--- src/rtl/rng_vn_packer.sv ---
// TRNG front end: von Neumann debiaser, repetition-count health test
// and 32-bit word packer with a one-cycle ready strobe.
module rng_vn_packer #(
    parameter int WORD_W    = 32,
    parameter int REP_LIMIT = 16,
    parameter int CNT_W     = 5
) (
    input  logic              clk,
    input  logic              rst_n,
    input  logic              en,
    input  logic              raw_bit,
    input  logic              raw_valid,
    output logic [WORD_W-1:0] rnd_out,
    output logic              ready,
    output logic              health_fail,
    output logic [7:0]        fail_count
);

    localparam logic [CNT_W-1:0] REP_MAX  = CNT_W'(REP_LIMIT);
    localparam logic [CNT_W-1:0] REP_PRE  = CNT_W'(REP_LIMIT - 1);
    localparam logic [CNT_W-1:0] LAST_BIT = CNT_W'(WORD_W - 1);

    logic [CNT_W-1:0]  rep_cnt;
    logic [CNT_W-1:0]  bit_cnt;
    logic              last_raw;
    logic              pending;
    logic              first_bit;
    logic              blocked;
    logic [WORD_W-1:0] shift;

    logic              acc;
    logic              same;
    logic              trip;
    logic              discard;
    logic              use_bit;
    logic              emit;
    logic              done;
    logic [WORD_W-1:0] word_nxt;

    always_comb begin
        acc      = en & raw_valid;
        same     = (rep_cnt != '0) && (raw_bit == last_raw);
        trip     = acc && same && (rep_cnt == REP_PRE);
        // repeats after a trip are dropped until the stream changes value
        discard  = blocked && same;
        use_bit  = acc && !trip && !discard;
        emit     = use_bit && pending && (first_bit != raw_bit);
        done     = emit && (bit_cnt == LAST_BIT);
        word_nxt = {shift[WORD_W-2:0], first_bit};
    end

    always_ff @(posedge clk) begin
        if (!rst_n) begin
            rnd_out     <= '0;
            ready       <= 1'b0;
            health_fail <= 1'b0;
            fail_count  <= '0;
            rep_cnt     <= '0;
            last_raw    <= 1'b0;
            pending     <= 1'b0;
            first_bit   <= 1'b0;
            bit_cnt     <= '0;
            shift       <= '0;
            blocked     <= 1'b0;
        end else begin
            ready       <= done;
            health_fail <= trip;
            if (acc) begin
                last_raw <= raw_bit;
                if (!same) begin
                    rep_cnt <= CNT_W'(1);
                    blocked <= 1'b0;
                end else if (rep_cnt != REP_MAX) begin
                    rep_cnt <= rep_cnt + CNT_W'(1);
                end
            end
            if (trip) begin
                blocked <= 1'b1;
                pending <= 1'b0;
                bit_cnt <= '0;
                if (fail_count != 8'hFF) begin
                    fail_count <= fail_count + 8'd1;
                end
            end else if (use_bit) begin
                if (!pending) begin
                    first_bit <= raw_bit;
                    pending   <= 1'b1;
                end else begin
                    pending <= 1'b0;
                    if (emit) begin
                        shift <= word_nxt;
                        if (done) begin
                            rnd_out <= word_nxt;
                            bit_cnt <= '0;
                        end else begin
                            bit_cnt <= bit_cnt + CNT_W'(1);
                        end
                    end
                end
            end
        end
    end

endmodule

--- config.mk ---
export PLATFORM = sky130hd
export DESIGN_NAME = rng_vn_packer
export DESIGN_NICKNAME = d
export VERILOG_FILES = /design/src/rtl/rng_vn_packer.sv
export SDC_FILE = /design/constraint.sdc
export NUM_CORES = 1
export LEC_CHECK = 0
export BUFFER_PORTS_ARGS = -buffer_cell sky130_fd_sc_hd__buf_4
export CAP_MARGIN = 0
export CORE_ASPECT_RATIO = 0.8
export CORE_MARGIN = 10
export CORE_UTILIZATION = 61
export CTS_CLUSTER_SIZE = 40
export DETAILED_ROUTE_END_ITERATION = 12
export HOLD_SLACK_MARGIN = 0.1
export PLACE_DENSITY = 0.87
export SYNTH_ARGS = -nofsm -noshare
export SYNTH_HDL_FRONTEND = slang
export SYNTH_SLANG_ARGS = --single-unit
--- constraint.sdc ---
create_clock -name clk -period 3.9 [get_ports clk]
set_clock_uncertainty 0.15 [all_clocks]
set_input_delay 0.39 -clock clk [delete_from_list [all_inputs] [get_ports clk]]
set_output_delay 0.39 -clock clk [all_outputs]
set_load 0.01 [all_outputs]
==> flow_summary.toml, run 1 <==
[power]
p_comb_share_pct = 3.7
power.clock.fraction_pct = 37.5
p_seq_share_pct = 58.8
p_leak_nw = 1.700
vdd_drop_max_mv = 0.2906
intPower_mw = 1.161
power_density_mw_per_mm2 = 379.7
swShare_pct = 23.80
p_switching_mw = 0.3625

[floorplanning]
num_rows = 24
die_area_sq_mm = 0.009131
dieWidth_um = 104.4
die_height_um = 87.49
num_io_pins = 47
core-area_sq_mm = 0.005495
start_util_pct = 63.21

[critical_path]
crit_chain = "ha_1, and3_1, ha_1, nor2_1, o31ai_4, nor2_4, buf_4, mux2i_1"
setup.worst_path.class = "flip-flop to flip-flop"
crit_top_cell = "ha_1"
end_kind = "flip-flop"
crit_start = "rep_cnt[0]$_SDFFE_PN0P_"
cp.arrival_ns = 2.87
critPathMaxStageDelay_ns = 0.65
rr_startpoint = "rep_cnt[0]$_SDFFE_PN0P_"
crit_fanout = 23
startpoint_type = "flip-flop"
cp.required_ns = 4.04
cpMaxStageDelayCell = "nor2_4"

[sta]
rsz0062_at_grt = "no"
slew_viol_final = 0
setup_viol = 0
slew-limit-headroom_pct = 46.11
fmax_mhz = 365.9
post-route-period-util_pct = 70.08
tns_ns = 0
hold_violations = 0
worst_pin_slew_ns = 0.8064
period_needed_ns = 2.733

[global_routing]
track_usage_pct = 15.69
grt_pass1_vias = 2553
grt_pass1_wl_um = 11730
grt_antenna_before_repair = 0
grt.overflow.total = 0
grt_max_degree = 77

[final_layout]
syn2layout_area_growth_pct = 15.49
final_cell_mix = "dfxtp_1 (87), nand2_1 (77), mux2i_1 (67)"
final_common_cell = "dfxtp_1"
fillers = 422
design.final.nets = 400
antenna_cells = 0
final_area_sq_mm = 0.004011
drive_above_1_share_pct = 17.51
stdcell_count = 472

[clock_tree]
clock_latency_ns = 0.36
clk_pin_slew_ns = 0.08
cts_setup_buffers = 0
holdBufCountCts = 0
cts_tree = "yes"
cts_resized = 0
clkSinkCount = 87
clockBufferDepth = 2
cts-htree-levels = 3
cts_root_buf = "clkbuf_8"
numCtsBuffers = 9

[detailed_routing]
routed_wl_um = 6887
drc = 0
wl_per_cell_um = 14.59
vias = 2545
ant_nets = 0
avgViaCountPerCell = 5.392
first_iter_violations = 123
firstDrtPassIters = 4

[synth]
yosysUniqueCellTypes = 38
yosys_warnings = 0
yosys_register_bits = 87
syn_area_per_cell_sq_um = 9.981
syn-cell-area_sq_mm = 0.003473
syn_inst = 348
syn_nets = 359
seq_area_frac_synth_pct = 50.14

[placed_design]
gp_congestion = 0.8630
hpwl_um = 4710
placed_area_sq_mm = 0.003829
place.port_buffers = 46
place_inst = 456

[run]
drv_cap = 0

[min_path]
hold_path.class = "input pin to flip-flop"
hp-start = "raw_bit"

[run_status]
status = "finished clean"
## sequential cells by signal (all words and copies together) (netlist names)
signal / flops
ready: 1
shift: 31
rep_cnt: 5
rnd_out: 32
first_bit: 1
health_fail: 1
last_raw: 1
fail_count: 8
pending: 1
blocked: 1
bit_cnt: 5
## power groups by stage
stage | Clock, mW | Sequential [mW] | Combinational (mW)
6_report | 0.572 | 0.895 | 0.0561
3_5_place_dp | 0 | 0.916 | 0.0554
2_1_floorplan | 0 | 0.915 | 0.0440
3_3_place_gp | 0 | 0.916 | 0.0539
4_1_cts | 0.583 | 0.895 | 0.0559
5_1_grt | 0.622 | 0.896 | 0.0623
## routing by layer
metal | track usage (%) | part of all wire, % | vias up
li1 | - | - | 1288
met2 | 26.78 | 48 | 64
met3 | 5.917 | 6.3 | 6
met1 | 17.39 | 44 | 1187
met5 | 0 | 0 | -
met4 | 6.557 | 1.4 | 0
## critical path: cells and delay by family (launching register included)
family                   cells  cell delay [ns]
AND/OR/NAND/NOR              3             1.05
adder cells (fa/ha/maj)      2             0.42
flip-flops                   1             0.35
buffers and inverters        1             0.33
multiplexers                 1             0.20
AO/OA/AOI/OAI                1             0.16
## cells by family (layout without fill, tap and decap cells)
kind of cell             after synthesis  in the layout  synth area share (%)
AND/OR/NAND/NOR                      129            129                 17.65
flip-flops                            87             87                 50.14
multiplexers                          67             67                 19.31
AO/OA/AOI/OAI                         32             32                 5.980
buffers and inverters                 23             69                 3.530
adder cells (fa/ha/maj)                6              6                 2.161
XOR/XNOR                               4              4                 1.225
## worst paths after layout
path / slack, ns / cells after the start / to
max reg2reg: 1.17 / 8 / shift[24]$_SDFFE_PN0P_
max: 1.17 / 8 / shift[24]$_SDFFE_PN0P_
min: 0.19 / 3 / last_raw$_SDFFE_PN0N_
min reg2reg: 0.31 / 2 / rnd_out[7]$_SDFFE_PN0P_
## metrics by stage
step           hold WS (ns)  worst slack [ns]  util [%]  power (mW)
2_1_floorplan        0.2906             1.879         -      0.9593
3_5_place_dp         0.3045             1.203     69.67      0.9714
6_report             0.1925             1.167     73.00       1.523
5_1_grt              0.2019            0.9819     73.00       1.580
4_1_cts              0.1862             1.174     73.00       1.534
3_3_place_gp         0.2970             1.278     69.67      0.9696
## layout make-up
class                           instances  area (sq um)  area share, %
Clock buffer                           10         137.6          3.431
Clock inverter                          6         45.04          1.123
Inverter                                6         22.52         0.5614
Multi-Input combinational cell        238          1614          40.24
Sequential cell                        87          1742          43.42
Tap cell                               78         97.59          2.433
Timing Repair Buffer                   47         352.8          8.796
## synthesized netlist by cell type
master | number | area (sq um)
nand4_1 | 3 | 18.77
o31ai_1 | 6 | 45.04
and2_1 | 2 | 12.51
inv_1 | 6 | 22.52
a21oi_1 | 13 | 65.06
clkbuf_2 | 1 | 5.000
o211ai_1 | 1 | 7.510
xnor2_1 | 2 | 17.52
nand2_1 | 77 | 289.0
nand3_4 | 1 | 17.52
dfxtp_1 | 87 | 1742
nor3_1 | 3 | 15.01
a41oi_1 | 1 | 8.760
buf_6 | 3 | 33.78
buf_4 | 3 | 22.52
nand3_1 | 4 | 20.02
xor2_2 | 1 | 16.27
a31oi_1 | 1 | 6.260
o21ai_0 | 7 | 35.03
nor2_2 | 1 | 6.260
nand2b_1 | 4 | 25.02
mux2i_1 | 67 | 670.6
a221oi_1 | 1 | 8.760
or4_1 | 4 | 30.03
and3_1 | 5 | 31.28
o31ai_4 | 1 | 21.27
xor2_1 | 1 | 8.760
ha_1 | 6 | 75.07
nor2_1 | 14 | 52.55
nor3b_1 | 1 | 7.510
nand3b_1 | 2 | 15.01
clkbuf_1 | 9 | 33.78
nand4b_1 | 2 | 17.52
o31a_2 | 1 | 10.01
buf_2 | 1 | 5.000
nor4b_4 | 1 | 23.77
or3_1 | 3 | 18.77
nor4_1 | 2 | 12.51
(Power assumes the default switching activity.)
==> run 2, diff against run 1 <==
--- a/config.mk
+++ b/config.mk
@@ -9,11 +9,11 @@
 export CAP_MARGIN = 0
 export CORE_ASPECT_RATIO = 0.8
 export CORE_MARGIN = 10
-export CORE_UTILIZATION = 61
+export CORE_UTILIZATION = 56
 export CTS_CLUSTER_SIZE = 40
 export DETAILED_ROUTE_END_ITERATION = 12
 export HOLD_SLACK_MARGIN = 0.1
-export PLACE_DENSITY = 0.87
+export PLACE_DENSITY = 0.81
 export SYNTH_ARGS = -nofsm -noshare
 export SYNTH_HDL_FRONTEND = slang
 export SYNTH_SLANG_ARGS = --single-unit
==> constraint.sdc (replaced) <==
create_clock -name clk -period 2.7 [get_ports clk]
set_clock_uncertainty 0.15 [all_clocks]
set_input_delay 0.27 -clock clk [delete_from_list [all_inputs] [get_ports clk]]
set_output_delay 0.27 -clock clk [all_outputs]
set_load 0.01 [all_outputs]
==> flow_summary.toml, run 2 (synthesized netlist as in run 1, its figures left out) <==
[critical_path]
cp.required_ns = 2.83
crit_fanout = 9
setup.worst_path.class = "flip-flop to flip-flop"
cp.arrival_ns = 2.57
crit_start = "rep_cnt[1]$_SDFFE_PN0P_"
startpoint_type = "flip-flop"
end_kind = "flip-flop"
rr_startpoint = "rep_cnt[1]$_SDFFE_PN0P_"

[detailed_routing]
drc = 0
avgViaCountPerCell = 5.294
wl_per_cell_um = 14.08
firstDrtPassIters = 4
routed_wl_um = 6760
vias = 2541
first_iter_violations = 68
ant_nets = 0

[power]
vdd_drop_max_mv = 0.5153
intPower_mw = 1.766
swShare_pct = 22.08
p_comb_share_pct = 3.7
p_switching_mw = 0.5006
p_seq_share_pct = 57.0
p_leak_nw = 1.720
power_density_mw_per_mm2 = 555.1
p_total_mw = 2.267
power.clock.fraction_pct = 39.2

[sta]
post-route-period-util_pct = 90.54
slew_viol_final = 0
rsz0062_at_grt = "no"
period_needed_ns = 2.445
slew-limit-headroom_pct = 66.67
fmax_mhz = 409.1
holdWs_ns = 0.1844
setup_viol = 0
hold_violations = 0
tns_ns = 0
worst_pin_slew_ns = 0.4999

[clock_tree]
cts_root_buf = "clkbuf_8"
clk_pin_slew_ns = 0.08
clkSinkCount = 87
cts-htree-levels = 3
numCtsBuffers = 9
clock_latency_ns = 0.34
cts_tree = "yes"
clockBufferDepth = 2
cts_setup_buffers = 0

[final_layout]
layout_top_registers = "rnd_out (32), shift (31), fail_count (8)"
drive_above_1_share_pct = 18.05
largest_register_ffs = 32
design.final.nets = 405
top_register = "rnd_out"
antenna_cells = 0
final_common_cell = "dfxtp_1"
fillers = 471
stdcell_count = 480
final_cell_mix = "dfxtp_1 (87), nand2_1 (77), mux2i_1 (67)"
syn2layout_area_growth_pct = 17.58

[floorplanning]
die_area_sq_mm = 0.009772
core-area_sq_mm = 0.005974
start_util_pct = 58.14
die_height_um = 90.44
num_io_pins = 47
dieWidth_um = 108.1
num_rows = 25

[min_path]
hp-start = "raw_valid"
hold_path.class = "input pin to flip-flop"

[run_status]
status = "finished clean"

[placed_design]
place_inst = 463
place.port_buffers = 46
hpwl_um = 4612
gp_congestion = 0.8718

[global_routing]
grt_pass1_vias = 2518
grt.overflow.total = 0
track_usage_pct = 14.32
grt_max_degree = 52
grt_antenna_before_repair = 0
grt_pass1_wl_um = 11670

[run]
drv_cap = 0
==> run 2: changes by cell type in the layout (fill, tap and decap cells not counted), sizes merged <==
cell	before	now
inv	7	6
bufinv	0	1
clkinvlp	0	3
clkinv	5	1
clkbuf	10	11
dlygate4sd3	0	1
buf	47	51
==> run 2: stage by stage <==
step           area [sq um]  worst slack (ns)  util (%)
3_5_place_dp           3875            0.2935     64.86
4_1_cts                4084            0.2760     68.36
5_1_grt                4084            0.1137     68.36
2_1_floorplan          3473            0.6791         -
6_report               4084            0.2554     68.36
3_3_place_gp           3875            0.4419     64.86
==> run 2: layout make-up <==
type | count | area, sq um | share of cell area [%]
sequential | 87 | 1742 | 42.65
clock inverter | 5 | 57.56 | 1.409
inverter | 6 | 22.52 | 0.5515
tap | 81 | 101.3 | 2.482
multi-input combinational | 238 | 1614 | 39.52
timing repair buffer | 52 | 405.4 | 9.926
clock buffer | 11 | 141.4 | 3.462
==> run 2: power by group through the flow <==
stage	sequential (mW)	clock [mW]	combinational, mW
final	1.29	0.890	0.0843
after global routing	1.29	0.976	0.0932
after CTS	1.29	0.915	0.0840
after detailed placement	1.32	0	0.0823
after global placement	1.32	0	0.0814
after floorplan	1.32	0	0.0636
==> run 2: what timing repair did <==
item	CTS	global route
hold buffers	1	0
endpoints found under the hold margin	2	0
gates resized for setup	0	0
==> run 2: final timing paths <==
check / to / slack [ns] / depth (start not counted)
worst min-delay path: last_raw$_SDFFE_PN0N_ / 0.18 / 4
worst max register to register: fail_count[0]$_SDFFE_PN0P_ / 0.26 / 8
worst min register to register: rnd_out[3]$_SDFFE_PN0P_ / 0.31 / 2
worst max-delay path: fail_count[0]$_SDFFE_PN0P_ / 0.26 / 8
==> run 2: per-layer routing <==
layer	track usage, %	routed length (um)	share of wire (%)	vias up
li1	-	-	-	1293
met1	16.90	3057	45	1188
met2	22.99	3234	48	54
met3	6.348	403	6.0	6
met4	3.667	64	0.95	0
met5	0	0	0	-
==> run 2: critical path: stages, from the launching register on <==
cell and delay (ns):
dfxtp_1 0.41, ha_1 0.23, and3_1 0.18, ha_1 0.16, and3_1 0.20, nand3b_1 0.31, buf_4 0.28, or3_1 0.34
a21oi_1 0.13
==> run 3, diff against run 2 <==
--- a/config.mk
+++ b/config.mk
@@ -7,13 +7,15 @@
 export LEC_CHECK = 0
 export BUFFER_PORTS_ARGS = -buffer_cell sky130_fd_sc_hd__buf_4
 export CAP_MARGIN = 0
+export CELL_PAD_IN_SITES_DETAIL_PLACEMENT = 1
+export CELL_PAD_IN_SITES_GLOBAL_PLACEMENT = 1
 export CORE_ASPECT_RATIO = 0.8
 export CORE_MARGIN = 10
-export CORE_UTILIZATION = 56
+export CORE_UTILIZATION = 44
 export CTS_CLUSTER_SIZE = 40
 export DETAILED_ROUTE_END_ITERATION = 12
 export HOLD_SLACK_MARGIN = 0.1
-export PLACE_DENSITY = 0.81
+export PLACE_DENSITY = 0.82
 export SYNTH_ARGS = -nofsm -noshare
 export SYNTH_HDL_FRONTEND = slang
 export SYNTH_SLANG_ARGS = --single-unit
==> flow_summary.toml, run 3 (synthesized netlist as in run 1, its figures left out) <==
[critical_path]
path_buf_inv = 1
path_delay_family = "simple AND/OR/NAND/NOR gates"
r2r_slack_ns = 0.29
setup.worst_path.class = "flip-flop to flip-flop"
cpMaxStageDelayCell = "dfxtp_1"
cp.arrival_ns = 2.54
path_depth = 8
end_kind = "flip-flop"
crit_fanout = 10
cp.required_ns = 2.83
startpoint_type = "flip-flop"
critPathMaxStageDelay_ns = 0.42
rr_worst_depth = 8
crit_chain = "ha_1, and3_1, ha_1, and3_1, nand3b_1, buf_4, or3_1, a21oi_1"

[final_layout]
seqCellArea_sq_mm = 0.001742
final_cell_mix = "dfxtp_1 (87), nand2_1 (77), mux2i_1 (67)"
stdcell_count = 504
final_area_sq_mm = 0.004111
fin_util_pct = 54.58
largest_register_ffs = 32
drive_above_1_share_pct = 18.05
design.final.nets = 405
antenna_cells = 0
fillers = 867
layout_top_registers = "rnd_out (32), shift (31), fail_count (8)"
final_common_cell = "dfxtp_1"
top_register = "rnd_out"
multi_input_area_sq_mm = 0.001614
syn2layout_area_growth_pct = 18.37

[run_status]
status = "finished clean"

[global_routing]
grt_antenna_before_repair = 0
track_usage_pct = 13.66
grt_pass1_vias = 2823
grt.overflow.total = 0
grt_max_degree = 53
grt_pass1_wl_um = 13720

[detailed_routing]
drc = 0
vias = 2580
ant_nets = 0
routed_wl_um = 7949
first_iter_violations = 89
avgViaCountPerCell = 5.119
wl_per_cell_um = 15.77
firstDrtPassIters = 4

[clock_tree]
numCtsBuffers = 9
cts-htree-levels = 3
clock_latency_ns = 0.35
clockBufferDepth = 2
clk_pin_slew_ns = 0.08
cts_root_buf = "clkbuf_8"
cts_setup_buffers = 0
clkSinkCount = 87
cts_tree = "yes"

[sta]
tns_ns = 0
post-route-period-util_pct = 89.21
rsz0062_at_grt = "no"
slew-limit-headroom_pct = 62.93
setup_viol = 0
worst_pin_slew_ns = 0.5541
hold_violations = 0
fmax_mhz = 415.2
fin_ws_ns = 0.2913
slew_viol_final = 0
holdWs_ns = 0.1781
period_needed_ns = 2.409

[run]
drv_cap = 0

[power]
p_total_mw = 2.271
p_leak_nw = 1.730
vdd_drop_max_mv = 0.3105
power_density_mw_per_mm2 = 552.4

[min_path]
whs_path_depth = 4
hold_path.class = "input pin to flip-flop"

[placed_design]
hpwl_um = 5486
placed_area_sq_mm = 0.003905
pre_cts_ws_ns = 0.3335
gp_congestion = 0.8071
place_inst = 487
place.port_buffers = 46

[floorplanning]
die_area_sq_mm = 0.01187
die_height_um = 99.47
num_rows = 28
core-area_sq_mm = 0.007532
start_util_pct = 46.11
dieWidth_um = 119.3
num_io_pins = 47
[run 3: cell count changes in the layout (fill, tap and decap cells not counted), sizes merged]
| cell | change |
|---|---|
| clkbuf | -1 |
| clkinv | +2 |
| inv | +1 |
| clkinvlp | -2 |
[run 3: layout make-up]
type,instances,area share [%]
flip-flops and latches,87,42.36
multi-input cells,238,39.26
repair buffers,52,9.860
well taps,105,3.195
clock buffers,10,3.104
clock inverters,6,1.674
inverters,6,0.5478
[run 3: power by group]
| part | internal [mW] | leakage (nW) | switching, mW | total, mW |
|---|---|---|---|---|
| Clock | 0.433 | 0.0968 | 0.459 | 0.892 |
| Combinational | 0.0277 | 0.932 | 0.0586 | 0.0863 |
| Sequential | 1.29 | 0.701 | 0.00601 | 1.29 |
[run 3: final timing paths]
kind	start	endpoint
worst max register to register	rep_cnt[1]$_SDFFE_PN0P_	fail_count[2]$_SDFFE_PN0P_
worst max-delay path	rep_cnt[1]$_SDFFE_PN0P_	fail_count[2]$_SDFFE_PN0P_
worst min register to register	rnd_out[8]$_SDFFE_PN0P_	rnd_out[8]$_SDFFE_PN0P_
worst min-delay path	raw_valid	blocked$_SDFFE_PN0P_
[run 3: repair_timing]
action	4_1_cts	5_1_grt
gates resized for setup	0	0
endpoints found under the hold margin	1	0
hold buffers	1	0
[run 3: worst register-to-register path: stages (launching register included)]
cell and delay (ns):
dfxtp_1 0.42, ha_1 0.23, and3_1 0.18, ha_1 0.16
and3_1 0.18, nand3b_1 0.28, buf_4 0.28, or3_1 0.32
a21oi_1 0.14
[run 3: metal layers]
| metal | GRT usage (%) | routed length (um) | part of all wire (%) | vias up |
|---|---|---|---|---|
| met5 | 0 | 0 | 0 | - |
| met4 | 3.981 | 67 | 0.84 | 0 |
| met3 | 4.520 | 329 | 4.1 | 8 |
| met2 | 23.27 | 3977 | 50 | 31 |
| met1 | 16.09 | 3574 | 45 | 1250 |
| li1 | - | - | - | 1291 |
